[config.mk]
export PLATFORM = sky130hd
export DESIGN_NAME = tdm_demux
export DESIGN_NICKNAME = d
export VERILOG_FILES = /design/src/rtl/tdm_pkg.sv /design/src/rtl/slot_timer.sv /design/src/rtl/tdm_demux.sv
export SDC_FILE = /design/constraint.sdc
export NUM_CORES = 1
export LEC_CHECK = 0
export ABC_AREA = 1
export ABC_CLOCK_PERIOD_IN_PS = 1600
export BUFFER_PORTS_ARGS = -buffer_cell sky130_fd_sc_hd__buf_2
export CORE_AREA = 2 2 56 58
export CTS_BUF_LIST = sky130_fd_sc_hd__clkbuf_4
export DETAILED_ROUTE_END_ITERATION = 6
export DIE_AREA = 0 0 58 60
export PLACE_DENSITY = 0.64
export SYNTH_ARGS = -nofsm -noshare
export SYNTH_HDL_FRONTEND = slang
export SYNTH_SLANG_ARGS = --single-unit
[constraint.sdc]
create_clock -name CLK -period 1.6 [get_ports CLK]
set_input_delay 0.32 -clock CLK [delete_from_list [all_inputs] [get_ports CLK]]
set_output_delay 0.32 -clock CLK [all_outputs]
set_load 0.005 [all_outputs]
[src/rtl/tdm_pkg.sv]
// Shared types and constants for the TDM demultiplexer.
// The demultiplexer drives the slot address to a 4:1 inverting mux and rebuilds the parallel word.
package tdm_pkg;
    typedef enum logic {IDLE, RUN} state_t;

    localparam int N_SLOTS         = 4;
    localparam int SLOT_W          = 2;
    localparam int SLOT_CYCLES_MIN = 1;
    localparam int SLOT_CYCLES_MAX = 256;

    function automatic bit slot_cycles_ok(input int n);
        return (n >= SLOT_CYCLES_MIN) && (n <= SLOT_CYCLES_MAX);
    endfunction
endpackage

[src/rtl/slot_timer.sv]
// Cycle-within-slot counter and slot index. The strobe marks the last cycle of a slot.
module slot_timer
    import tdm_pkg::*;
#(
    parameter int SLOT_CYCLES = 4,
    localparam int CYC_W = (SLOT_CYCLES > 1) ? $clog2(SLOT_CYCLES) : 1
) (
    input  logic              clk,
    input  logic              rst,
    input  logic              clear,
    input  logic              advance,
    output logic [CYC_W-1:0]  cyc,
    output logic              last,
    output logic [SLOT_W-1:0] slot
);
    localparam logic [CYC_W-1:0] LAST_CYC = CYC_W'(SLOT_CYCLES - 1);

    assign last = (cyc == LAST_CYC);

    always_ff @(posedge clk) begin
        if (rst || clear) begin
            cyc  <= '0;
            slot <= '0;
        end else if (advance) begin
            if (last) begin
                cyc  <= '0;
                slot <= slot + 1'b1;
            end else begin
                cyc <= cyc + 1'b1;
            end
        end
    end
endmodule

[src/rtl/tdm_demux.sv]
// Receive end of the 4:1 inverting mux link: addresses slots, samples notY, commits 4-bit frames.
// The slot register drives A1:A0 directly, so the address is registered with no extra stage.
module tdm_demux
    import tdm_pkg::*;
#(
    parameter int SLOT_CYCLES = 4,
    parameter int CNT_W       = 8,
    localparam int CYC_W = (SLOT_CYCLES > 1) ? $clog2(SLOT_CYCLES) : 1
) (
    input  logic             CLK,
    input  logic             RST,
    input  logic             EN,
    input  logic             notY,
    output logic             A0,
    output logic             A1,
    output logic [3:0]       Q,
    output logic             FRAME_VLD,
    output logic [CNT_W-1:0] FRAME_CNT,
    output logic             BUSY
);
    if (!slot_cycles_ok(SLOT_CYCLES)) begin : g_bad_slot_cycles
        $error("tdm_demux: SLOT_CYCLES out of range");
    end

    state_t            state;
    logic              adv;
    logic              last;
    logic              commit;
    logic [SLOT_W-1:0] slot;
    logic [CYC_W-1:0]  cyc;
    logic [2:0]        shadow;
    logic              data;

    assign data   = ~notY;
    // Dropping EN in RUN (or sitting in IDLE) holds the timer at slot 0, cycle 0.
    assign adv    = (state == RUN) && EN;
    assign commit = adv && last && (slot == SLOT_W'(N_SLOTS - 1));
    assign {A1, A0} = slot;

    slot_timer #(.SLOT_CYCLES(SLOT_CYCLES)) u_timer (
        .clk     (CLK),
        .rst     (RST),
        .clear   (!adv),
        .advance (adv),
        .cyc     (cyc),
        .last    (last),
        .slot    (slot)
    );

    always_ff @(posedge CLK) begin
        if (RST) begin
            state     <= IDLE;
            BUSY      <= 1'b0;
            shadow    <= '0;
            Q         <= '0;
            FRAME_VLD <= 1'b0;
            FRAME_CNT <= '0;
        end else begin
            FRAME_VLD <= commit;
            case (state)
                IDLE: begin
                    if (EN) begin
                        state <= RUN;
                        BUSY  <= 1'b1;
                    end
                end
                RUN: begin
                    if (!EN) begin
                        state  <= IDLE;
                        BUSY   <= 1'b0;
                        shadow <= '0;
                    end else if (last) begin
                        if (commit) begin
                            Q         <= {data, shadow};
                            FRAME_CNT <= FRAME_CNT + 1'b1;
                        end else begin
                            for (int i = 0; i < 3; i++)
                                if (slot == SLOT_W'(i)) shadow[i] <= data;
                        end
                    end
                end
                default: state <= IDLE;
            endcase
        end
    end
endmodule

==> impl_results.md, run 1 <==
- Setup TNS: 0 ns
- Fin crit period: 1.347 ns
- FP Rows: 20
- Post-CTS Hold Buffers: 0
- RR Startpoint: u_timer.cyc[0]
- Sequential element share of the synthesized area: 45.13%
- Syn_nets: 135
- Width of the chip: 58 um
- I/O Buffers: 19
- Fin. max-slew vios: 0
- Antenna violations before repair: 0
- Number of global-route vias before repair: 780
- Iter 0 DRT Violations: 22
- Nets: 158
- Clock sinks: 22
- Initial Util: 33.62%
- Status: completed
- Worst EP required: 1.81 ns
- Setup crit start kind: flip-flop
- Setup crit end kind: flip-flop
- DRC Markers: 0
- Yosys warnings: 0
- Slew margin rel.: 84.74%
- CP max FO: 5
- Worst-path clk slew: 0.12 ns
- Final Hold Viols: 0
- R2R depth: 8
- Type of the most critical hold path: in2reg
- FF+latch count, synth: 22
- Leakage: 0.5246 nW
- Core region area: 2903 um^2
- Share of cells above drive strength 1: 19.86%
- Final setup fails: 0
- DR vias: 846
- Reg2reg setup slack: 0.25 ns
- CTS tree: done
- MaxCap Viol Count: 0
- RSZ-0062 raised after global routing: false
- Peak Freq: 742.4 MHz
- Dpl hpwl: 1.512 mm
- CTS Buffer Depth: 2
- Cells after Synth: 124
- Final period utilization: 84.18%
- Cts bufs inserted: 3
- IO Count: 20
- Clock latency on the worst-skew pair: 0.30 ns
- Pwr dens: 760.7 nW/um^2
- Post-CTS Setup Bufs: 0
- Critical path type: reg2reg
- Largest net degree at the start of global routing: 13
- Final wirelength: 1.899 mm
- VDD IR-drop max: 0.6514 mV
- Reg2reg end: shadow[1]
- CP Launch Point: u_timer.cyc[0]
- Chip height: 60 um
- GP Congestion: 0.7631
- Post-DRT Antenna Nets: 0
- Layout area overhead: 15.77%
- Post-cts sizing count: 0
- Die area: 3480 um^2
- Total GRT Usage: 12.34%
- # H-tree levels: 1
- Clock root cell: clkbuf_4
- Post-synth cell types: 19
- Via density: 4.726
- First-pass GRT wire length: 3.298 mm
- Detailed Routing Iterations Pass 1: 4
- Synth Cell Area: 975.9 um^2
- Final core occ: 38.92%
- Worst-margin pin slew: 0.2289 ns
- Skew final: 0.002224 ns
- Worst path arrival time: 1.56 ns
- CP Capture Point: shadow[1]
- GRT overflow: 0
- # diodes: 0
- Drt wl/cell: 10.61 um
- Avg Inst Size Synth: 7.870 um^2
[cells in the mapped netlist (all sizes together)]
cell type | count | area share (%)
nand2 | 29 | 12
nor2 | 25 | 11
dfxtp | 22 | 45
a21oi | 14 | 7.2
nand3 | 10 | 6.4
inv | 8 | 3.1
ha | 7 | 9.0
buf | 2 | 1.7
o21ai | 2 | 1.0
a211oi | 1 | 0.77
clkinv | 1 | 0.90
nor3 | 1 | 0.51
or2 | 1 | 0.90
xor2 | 1 | 0.90
[worst max-delay path, stage by stage (launching register included)]
cell     delay [ns]
dfxtp_1        0.36
ha_1           0.28
inv_1          0.11
nand2_1        0.07
nand2_1        0.07
nor2_1         0.16
nand3_1        0.10
nand2_1        0.07
nor2_1         0.04
[worst min-delay path by stage]
| stage | startpoint | cells past startpoint | endpoint | slack, ns |
|---|---|---|---|---|
| 4_1_cts | notY | 2 | Q[3] | 0.20 |
| 6_report | notY | 2 | Q[3] | 0.20 |
| 3_5_place_dp | u_timer.cyc[0] | 1 | u_timer.cyc[0] | 0.43 |
| 3_3_place_gp | u_timer.cyc[0] | 1 | u_timer.cyc[0] | 0.42 |
| 2_1_floorplan | u_timer.cyc[0] | 1 | u_timer.cyc[0] | 0.41 |
| 5_1_grt | notY | 2 | Q[3] | 0.19 |
[kinds of logic (layout without fill, tap and decap cells)]
logic type	count (synthesis)	after routing	synth area share [%]
AND/OR/NAND/NOR	66	66	30.38
flip-flops	22	22	45.13
AO/OA/AOI/OAI	17	17	8.975
buffers and inverters	11	33	5.641
adder cells (fa/ha/maj)	7	7	8.974
XOR/XNOR	1	1	0.8976
[power by group]
part	internal [mW]	total, mW	switching (mW)
clock	0.0909	0.253	0.163
sequential	0.555	0.560	0.00434
combinational	0.0184	0.0464	0.0280
[final cells by class]
class / instances / area, um^2
clock buffers: 3 / 22.52
clock inverters: 1 / 3.754
fillers: 303 / 1773
inverters: 9 / 38.79
multi-input cells: 91 / 480.5
flip-flops and latches: 22 / 440.4
well taps: 33 / 41.29
repair buffers: 20 / 102.6
[routing by layer]
metal | track usage (%) | vias up | wire length (um)
met5 | 0 | - | 0
met2 | 23.38 | 26 | 1017
met3 | 4.113 | 2 | 128
met4 | 1.993 | 0 | 8
li1 | - | 444 | -
met1 | 13.51 | 374 | 745
[layout by cell type, fill, tap and decap left out, drive strengths merged]
cell     n
nand3   10
or2      1
clkbuf   3
o21ai    2
ha       7
dfxtp   22
xor2     1
a21oi   14
nand2   29
buf     20
nor2    25
clkinv   2
inv      8
nor3     1
a211oi   1
[stage by stage]
step / total power [mW] / std cells / hold slack (ns) / worst slack, ns / area, um^2
final: 0.8594 / 179 / 0.2010 / 0.2530 / 1130
after detailed placement: 0.6183 / 175 / 0.4317 / 0.1854 / 1104
after floorplan: 0.6041 / 124 / 0.4084 / 0.4015 / 975.9
after CTS: 0.8736 / 179 / 0.1974 / 0.2354 / 1130
after global placement: 0.6161 / 175 / 0.4180 / 0.2166 / 1104
after global routing: 0.8975 / 179 / 0.1900 / 0.07686 / 1130
[sequential cells by signal, summed over array words and instances, names as in the netlist]
signal / cells
BUSY: 1
u_timer.slot: 2
u_timer.cyc: 2
state: 1
shadow: 3
FRAME_VLD: 1
Q: 4
FRAME_CNT: 8
Note: power is estimated with default switching activity, not from simulation.
==> run 2: changes to the inputs <==
--- a/config.mk
+++ b/config.mk
@@ -6,13 +6,13 @@
 export NUM_CORES = 1
 export LEC_CHECK = 0
 export ABC_AREA = 1
-export ABC_CLOCK_PERIOD_IN_PS = 1600
+export ABC_CLOCK_PERIOD_IN_PS = 1200
 export BUFFER_PORTS_ARGS = -buffer_cell sky130_fd_sc_hd__buf_2
 export CORE_AREA = 2 2 56 58
 export CTS_BUF_LIST = sky130_fd_sc_hd__clkbuf_4
 export DETAILED_ROUTE_END_ITERATION = 6
 export DIE_AREA = 0 0 58 60
-export PLACE_DENSITY = 0.64
+export PLACE_DENSITY = 0.66
 export SYNTH_ARGS = -nofsm -noshare
 export SYNTH_HDL_FRONTEND = slang
 export SYNTH_SLANG_ARGS = --single-unit
==> constraint.sdc (replaced) <==
create_clock -name CLK -period 1.2 [get_ports CLK]
set_input_delay 0.24 -clock CLK [delete_from_list [all_inputs] [get_ports CLK]]
set_output_delay 0.24 -clock CLK [all_outputs]
set_load 0.005 [all_outputs]
==> run 2 against run 1 <==
  * The run now ends with setup timing left
  * Cell count grew 7.8%
  * Maximum frequency grew 11%
  * Via count grew 11%
  * Register-to-register slack lost 0.27 ns
  * Largest power group unchanged
==> impl_results.md, run 2 (synthesis results as in run 1) <==
- Status: finished, violations left
- Failing checks: setup timing
- Critical path type: reg2reg
- Final Hold Viols: 0
- Detailed Routing Iterations Pass 1: 4
- Non-filler cells, final: 193
- Final period utilization: 101.3%
- IO Count: 20
- CTS Buffer Depth: 2
- Clock sinks: 22
- Via density: 4.855
- MaxCap Viol Count: 0
- Chip height: 60 um
- Slew margin rel.: 84.52%
- I/O Buffers: 19
- Type of the most critical hold path: in2reg
- Power, Total: 1.169 mW
- Width of the chip: 58 um
- Most common cell after layout, fill and taps aside: nand2_1
- Core region area: 2903 um^2
- RSZ-0062 raised after global routing: true
- Fin. max-slew vios: 0
- Total GRT Usage: 13.59%
- Peak Freq: 822.9 MHz
- Top reg by flops: FRAME_CNT
- CTS tree: done
- Placed cells: 187
- Final setup fails: 2
- DR vias: 937
- CP max FO: 3
- Share of cells above drive strength 1: 43.13%
- Skew final: 0.001455 ns
- Worst-path clk slew: 0.12 ns
- Initial Util: 33.62%
- Final wirelength: 2.289 mm
- GRT overflow: 0
- Layout fillers: 306
- Dpl hpwl: 1.610 mm
- Post-DRT Antenna Nets: 0
- Worst EP required: 1.42 ns
- Largest regs: FRAME_CNT x8, Q x4, shadow x3
- Antenna violations before repair: 0
- Setup crit start kind: flip-flop
- Fin crit period: 1.215 ns
- # diodes: 0
- Leakage: 0.5924 nW
- Final instance area: 1364 um^2
- Worst-margin pin slew: 0.2320 ns
- Commonest non-fill, non-tap cells in the layout: nand2_1 (27), nor2_1 (19), buf_2 (19)
- FP Rows: 20
- Final worst slack: -0.01515 ns
- Die area: 3480 um^2
- Flip-flop count of the largest register after layout: 8
- Cts bufs inserted: 3
- Pwr dens: 857.5 nW/um^2
- Nets: 173
- Iter 0 DRT Violations: 39
- GP Congestion: 0.8273
- Final core occ: 46.98%
- Clock root cell: clkbuf_4
- VDD IR-drop max: 0.4919 mV
- Placed cell areas: 1194 um^2
- Largest net degree at the start of global routing: 12
- Number of global-route vias before repair: 868
- First-pass GRT wire length: 3.663 mm
- Clock latency on the worst-skew pair: 0.31 ns
- Setup crit end kind: flip-flop
- Drt wl/cell: 11.86 um
- DRC Markers: 0
- Setup TNS: -0.02984 ns
- # H-tree levels: 1
- Worst path arrival time: 1.43 ns
- Layout area overhead: 39.74%
[run 2: cell type report]
cell class / count / area (um^2) / share of cell area (%)
well taps: 33 / 41.29 / 3.028
clock buffers: 3 / 22.52 / 1.651
inverters: 9 / 41.29 / 3.028
flip-flops and latches: 22 / 449.2 / 32.94
repair inverters: 1 / 5.005 / 0.3670
repair buffers: 34 / 219.0 / 16.06
multi-input cells: 91 / 585.6 / 42.94
[run 2: stage by stage]
step / setup slack [ns] / hold slack [ns]
6_report: -0.01515 / 0.1160
5_1_grt: -0.06676 / 0.1001
4_1_cts: 0.0008006 / 0.1050
3_5_place_dp: -0.04718 / 0.4348
3_3_place_gp: -0.01534 / 0.4115
2_1_floorplan: 0.001505 / 0.3294
[run 2: worst max-delay path, cell delays in order (launching register included)]
cell     delay [ns]
dfxtp_4        0.38
ha_4           0.15
inv_1          0.06
nand2_1        0.07
nand2_2        0.09
nor2_2         0.18
nand3_2        0.10
nand2_1        0.07
nor2_1         0.04
[run 2: report_power, final]
part	internal [mW]	leakage [nW]	switching (mW)	total [mW]
Clock	0.117	0.0138	0.218	0.336
Combinational	0.0400	0.398	0.0478	0.0878
Sequential	0.739	0.181	0.00689	0.746
Total	0.896	0.592	0.273	1.17
[run 2: metal layers]
layer	vias to the layer above	track usage [%]	share of wire, %
li1	470	-	-
met3	4	3.896	4.6
met4	0	1.993	1.2
met1	439	15.04	40
met5	-	0	0
met2	24	26.14	54
[run 2: final timing paths]
path	end	slack, ns	from	depth (start not counted)
max	shadow[0]	-0.02	u_timer.cyc[0]	8
min	Q[3]	0.12	notY	2
max reg2reg	shadow[0]	-0.02	u_timer.cyc[0]	8
min reg2reg	Q[2]	0.47	Q[2]	2
[run 2: what timing repair did]
action	in CTS	in global routing
setup endpoints to repair	9	12
cloned	1	0
setup buffers	0	2
hold buffers	0	0
pin swaps	2	10
gates resized for setup	4	31
==> run 3: changes to the inputs <==
--- a/config.mk
+++ b/config.mk
@@ -8,11 +8,12 @@
 export ABC_AREA = 1
 export ABC_CLOCK_PERIOD_IN_PS = 1200
 export BUFFER_PORTS_ARGS = -buffer_cell sky130_fd_sc_hd__buf_2
-export CORE_AREA = 2 2 56 58
+export CORE_AREA = 2 2 57 59
 export CTS_BUF_LIST = sky130_fd_sc_hd__clkbuf_4
 export DETAILED_ROUTE_END_ITERATION = 6
-export DIE_AREA = 0 0 58 60
-export PLACE_DENSITY = 0.66
+export DIE_AREA = 0 0 59 61
+export PLACE_DENSITY = 0.65
 export SYNTH_ARGS = -nofsm -noshare
 export SYNTH_HDL_FRONTEND = slang
+export SYNTH_HIERARCHICAL = 1
 export SYNTH_SLANG_ARGS = --single-unit
==> run 3 against run 2 <==
  * The run now ends clean
  * Design area shrank 1.4%
  * Power is 1.2% lower
  * Combinational power fell by 21%
  * Area after synthesis grew 3.1%
  * Die area is 3.4% higher
  * Worst hold slack better by 0.013 ns
  * Wire length fell by 10%
  * Critical path depth stayed put
  * Sequential power decreased by 0.5%
  * Global-route usage is 0.75 points lower
  * Core utilization is 1.4 points lower
  * Clock skew rose by 0.00089 ns
  * Critical endpoint is now FRAME_CNT[6]
  * Largest cell class unchanged
  * Largest power group unchanged
==> impl_results.md, run 3 <==
- Post-synth EDFFs: 0
- Skew final: 0.002344 ns
- Drt wl/cell: 9.865 um
- Critical path type: reg2reg
- FP Rows: 20
- Sequential element share of the synthesized area: 43.78%
- Worst Path Buf+Inv: 1
- Final worst slack: 0.04249 ns
- Detailed Routing Iterations Pass 1: 4
- Share of cells above drive strength 1: 34.29%
- Post-DRT Antenna Nets: 0
- Post-synth cell types: 18
- # H-tree levels: 1
- Synth Cell Area: 1006 um^2
- Final wirelength: 2.052 mm
- Clock sinks: 22
- MaxCap Viol Count: 0
- Flip-flop count of the largest register after layout: 8
- Layout fillers: 320
- Yosys top cell area share: 43.78%
- RSZ-0062 raised after global routing: true
- VDD IR-drop max: 0.7966 mV
- Critical Path Slowest Stage Cell: dfxtp_2
- IO Count: 20
- Syn_nets: 149
- Die area: 3599 um^2
- Reg2reg setup slack: 0.04 ns
- Commonest non-fill, non-tap cells in the layout: nand2_1 (27), nor2_1 (23), buf_2 (20)
- Nets: 184
- Clock root cell: clkbuf_4
- Dpl hpwl: 1.544 mm
- Setup crit start kind: flip-flop
- FF+latch count, synth: 22
- Multi-input combinational cell area: 555.5 um^2
- CTS tree: done
- Sequential cell area: 447.9 um^2
- Async S/R FF share, synth: 0%
- Final setup fails: 0
- Peak Freq: 863.9 MHz
- Final Hold Viols: 0
- Status: completed
- Width of the chip: 59 um
- Type of the most critical hold path: in2reg
- Worst Hold Path Cells: 2
- Reg2reg end: FRAME_CNT[6]
- Clock latency on the worst-skew pair: 0.30 ns
- Largest area contributor in the netlist: dfxtp_1
- Met1 WL: 994 um
- Worst EP required: 1.45 ns
- Yosys warnings: 6
- R2R depth: 8
- CP max FO: 5
- Pwr dens: 859.4 nW/um^2
- Met2 wire length: 947 um
- Final period utilization: 96.46%
- DR top layer: met4
- Metal3 WL: 99 um
- Largest regs: FRAME_CNT x8, Q x4, shadow x3
- Antenna violations before repair: 0
- Fin crit period: 1.158 ns
- Worst-margin pin slew: 0.4055 ns
- WHS Endpoint: Q[3]
- Top cells by area, synth: dfxtp_1 (44%), nand2_1 (11%), nor2_1 (11%)
- First-pass GRT wire length: 3.588 mm
- Family with the most delay on the worst path: simple AND/OR/NAND/NOR gates
- Ys flop type: dfxtp_1
- Avg Inst Size Synth: 7.135 um^2
- Most common cell after layout, fill and taps aside: nand2_1
- Top post-synthesis cells by count: nand2_1 (29), nor2_1 (29), dfxtp_1 (22), inv_1 (17), a21oi_1 (9)
- DRC Markers: 0
- Initial Util: 34.07%
- Placed cells: 203
- Via density: 4.553
- Top reg by flops: FRAME_CNT
- CP cell instances: ha_4, nand2_4, nor2_4, buf_6, nand3_4, nand2_2, nand2_1, nor2_1
- Iter 0 DRT Violations: 39
- Chip height: 61 um
- Leakage: 0.6171 nW
- GRT overflow: 0
- Post-CTS Hold Buffers: 0
- Total GRT Usage: 12.84%
- Setup crit end kind: flip-flop
- Slew margin rel.: 72.94%
- Worst path arrival time: 1.41 ns
- Cts bufs inserted: 3
- Cells after Synth: 141
- Fin. max-slew vios: 0
- DR vias: 947
- I/O Buffers: 19
- Non-filler cells, final: 208
- Core region area: 2953 um^2
- # diodes: 0
- CTS Buffer Depth: 2
- Worst-path clk slew: 0.12 ns
- Largest net degree at the start of global routing: 14
- Layout area overhead: 33.71%
- RR Startpoint: u_timer/cyc[1]
- Hold Path Origin: notY
- Number of global-route vias before repair: 870
- Critical Path Max Stage Delay: 0.37 ns
- Post-Place Setup Slack: -0.02922 ns
- GP Congestion: 0.7727
[run 3: how the worst max path moves through the flow]
stage / start / cells after the start / end
after global placement: EN / 8 / FRAME_CNT[6]
after floorplan: state / 7 / FRAME_CNT[2]
after CTS: u_timer/cyc[0] / 8 / FRAME_CNT[6]
after detailed placement: u_timer/cyc[1] / 8 / FRAME_CNT[6]
final: u_timer/cyc[1] / 8 / FRAME_CNT[6]
after global routing: u_timer/cyc[1] / 8 / FRAME_CNT[6]
[run 3: kinds of logic (layout without fill, tap and decap cells)]
logic type | count (synthesis) | in the layout | share of synthesized area (%)
simple gates | 76 | 76 | 33.21
flops | 22 | 22 | 43.78
buf+inv | 20 | 54 | 8.582
compound gates | 19 | 19 | 9.452
fa+ha+maj | 4 | 4 | 4.975
[run 3: area by class of cell]
cell class,count,share of cell area [%]
clock buffer,3,1.674
clock inverter,1,0.2791
inverter,18,5.395
multi-input combinational,99,41.30
sequential,22,33.30
tap,33,3.070
timing repair buffer,32,14.98
[run 3: worst reg2reg max path, delay by kind of cell, from the launching register on]
kind,cells,cell delay (ns)
flip-flops,1,0.37
adder cells (fa/ha/maj),1,0.15
AND/OR/NAND/NOR,6,0.43
buffers and inverters,1,0.14
[run 3: power by group]
| part | switching [mW] | total (mW) | internal [mW] |
|---|---|---|---|
| combinational | 0.0407 | 0.0698 | 0.0290 |
| clock | 0.223 | 0.344 | 0.121 |
| sequential | 0.00442 | 0.742 | 0.738 |
| total | 0.268 | 1.16 | 0.888 |
[run 3: per-layer routing]
layer	vias to the layer above	track usage [%]
met1	411	16.43
met4	0	1.948
met3	2	3.838
met2	21	21.90
met5	-	0
li1	513	-
[run 3: what timing repair did]
action | 4_1_cts | 5_1_grt
pin swaps | 2 | 9
setup buffers | 0 | 0
endpoints found under the setup margin | 8 | 21
resized for setup | 10 | 17
cloned | 1 | 0
[run 3: per-stage QoR]
stage | hold slack, ns | util (%) | power, mW | area, um^2 | setup TNS (ns)
3_5_place_dp | 0.4517 | 41.53 | 0.8245 | 1226 | -0.02922
2_1_floorplan | 0.3091 | - | 0.7982 | 1018 | 0
3_3_place_gp | 0.4507 | 41.53 | 0.8225 | 1226 | 0
4_1_cts | 0.1199 | 43.69 | 1.171 | 1290 | -0.01090
5_1_grt | 0.1291 | 45.55 | 1.203 | 1345 | -0.5309
6_report | 0.1288 | 45.55 | 1.156 | 1345 | 0
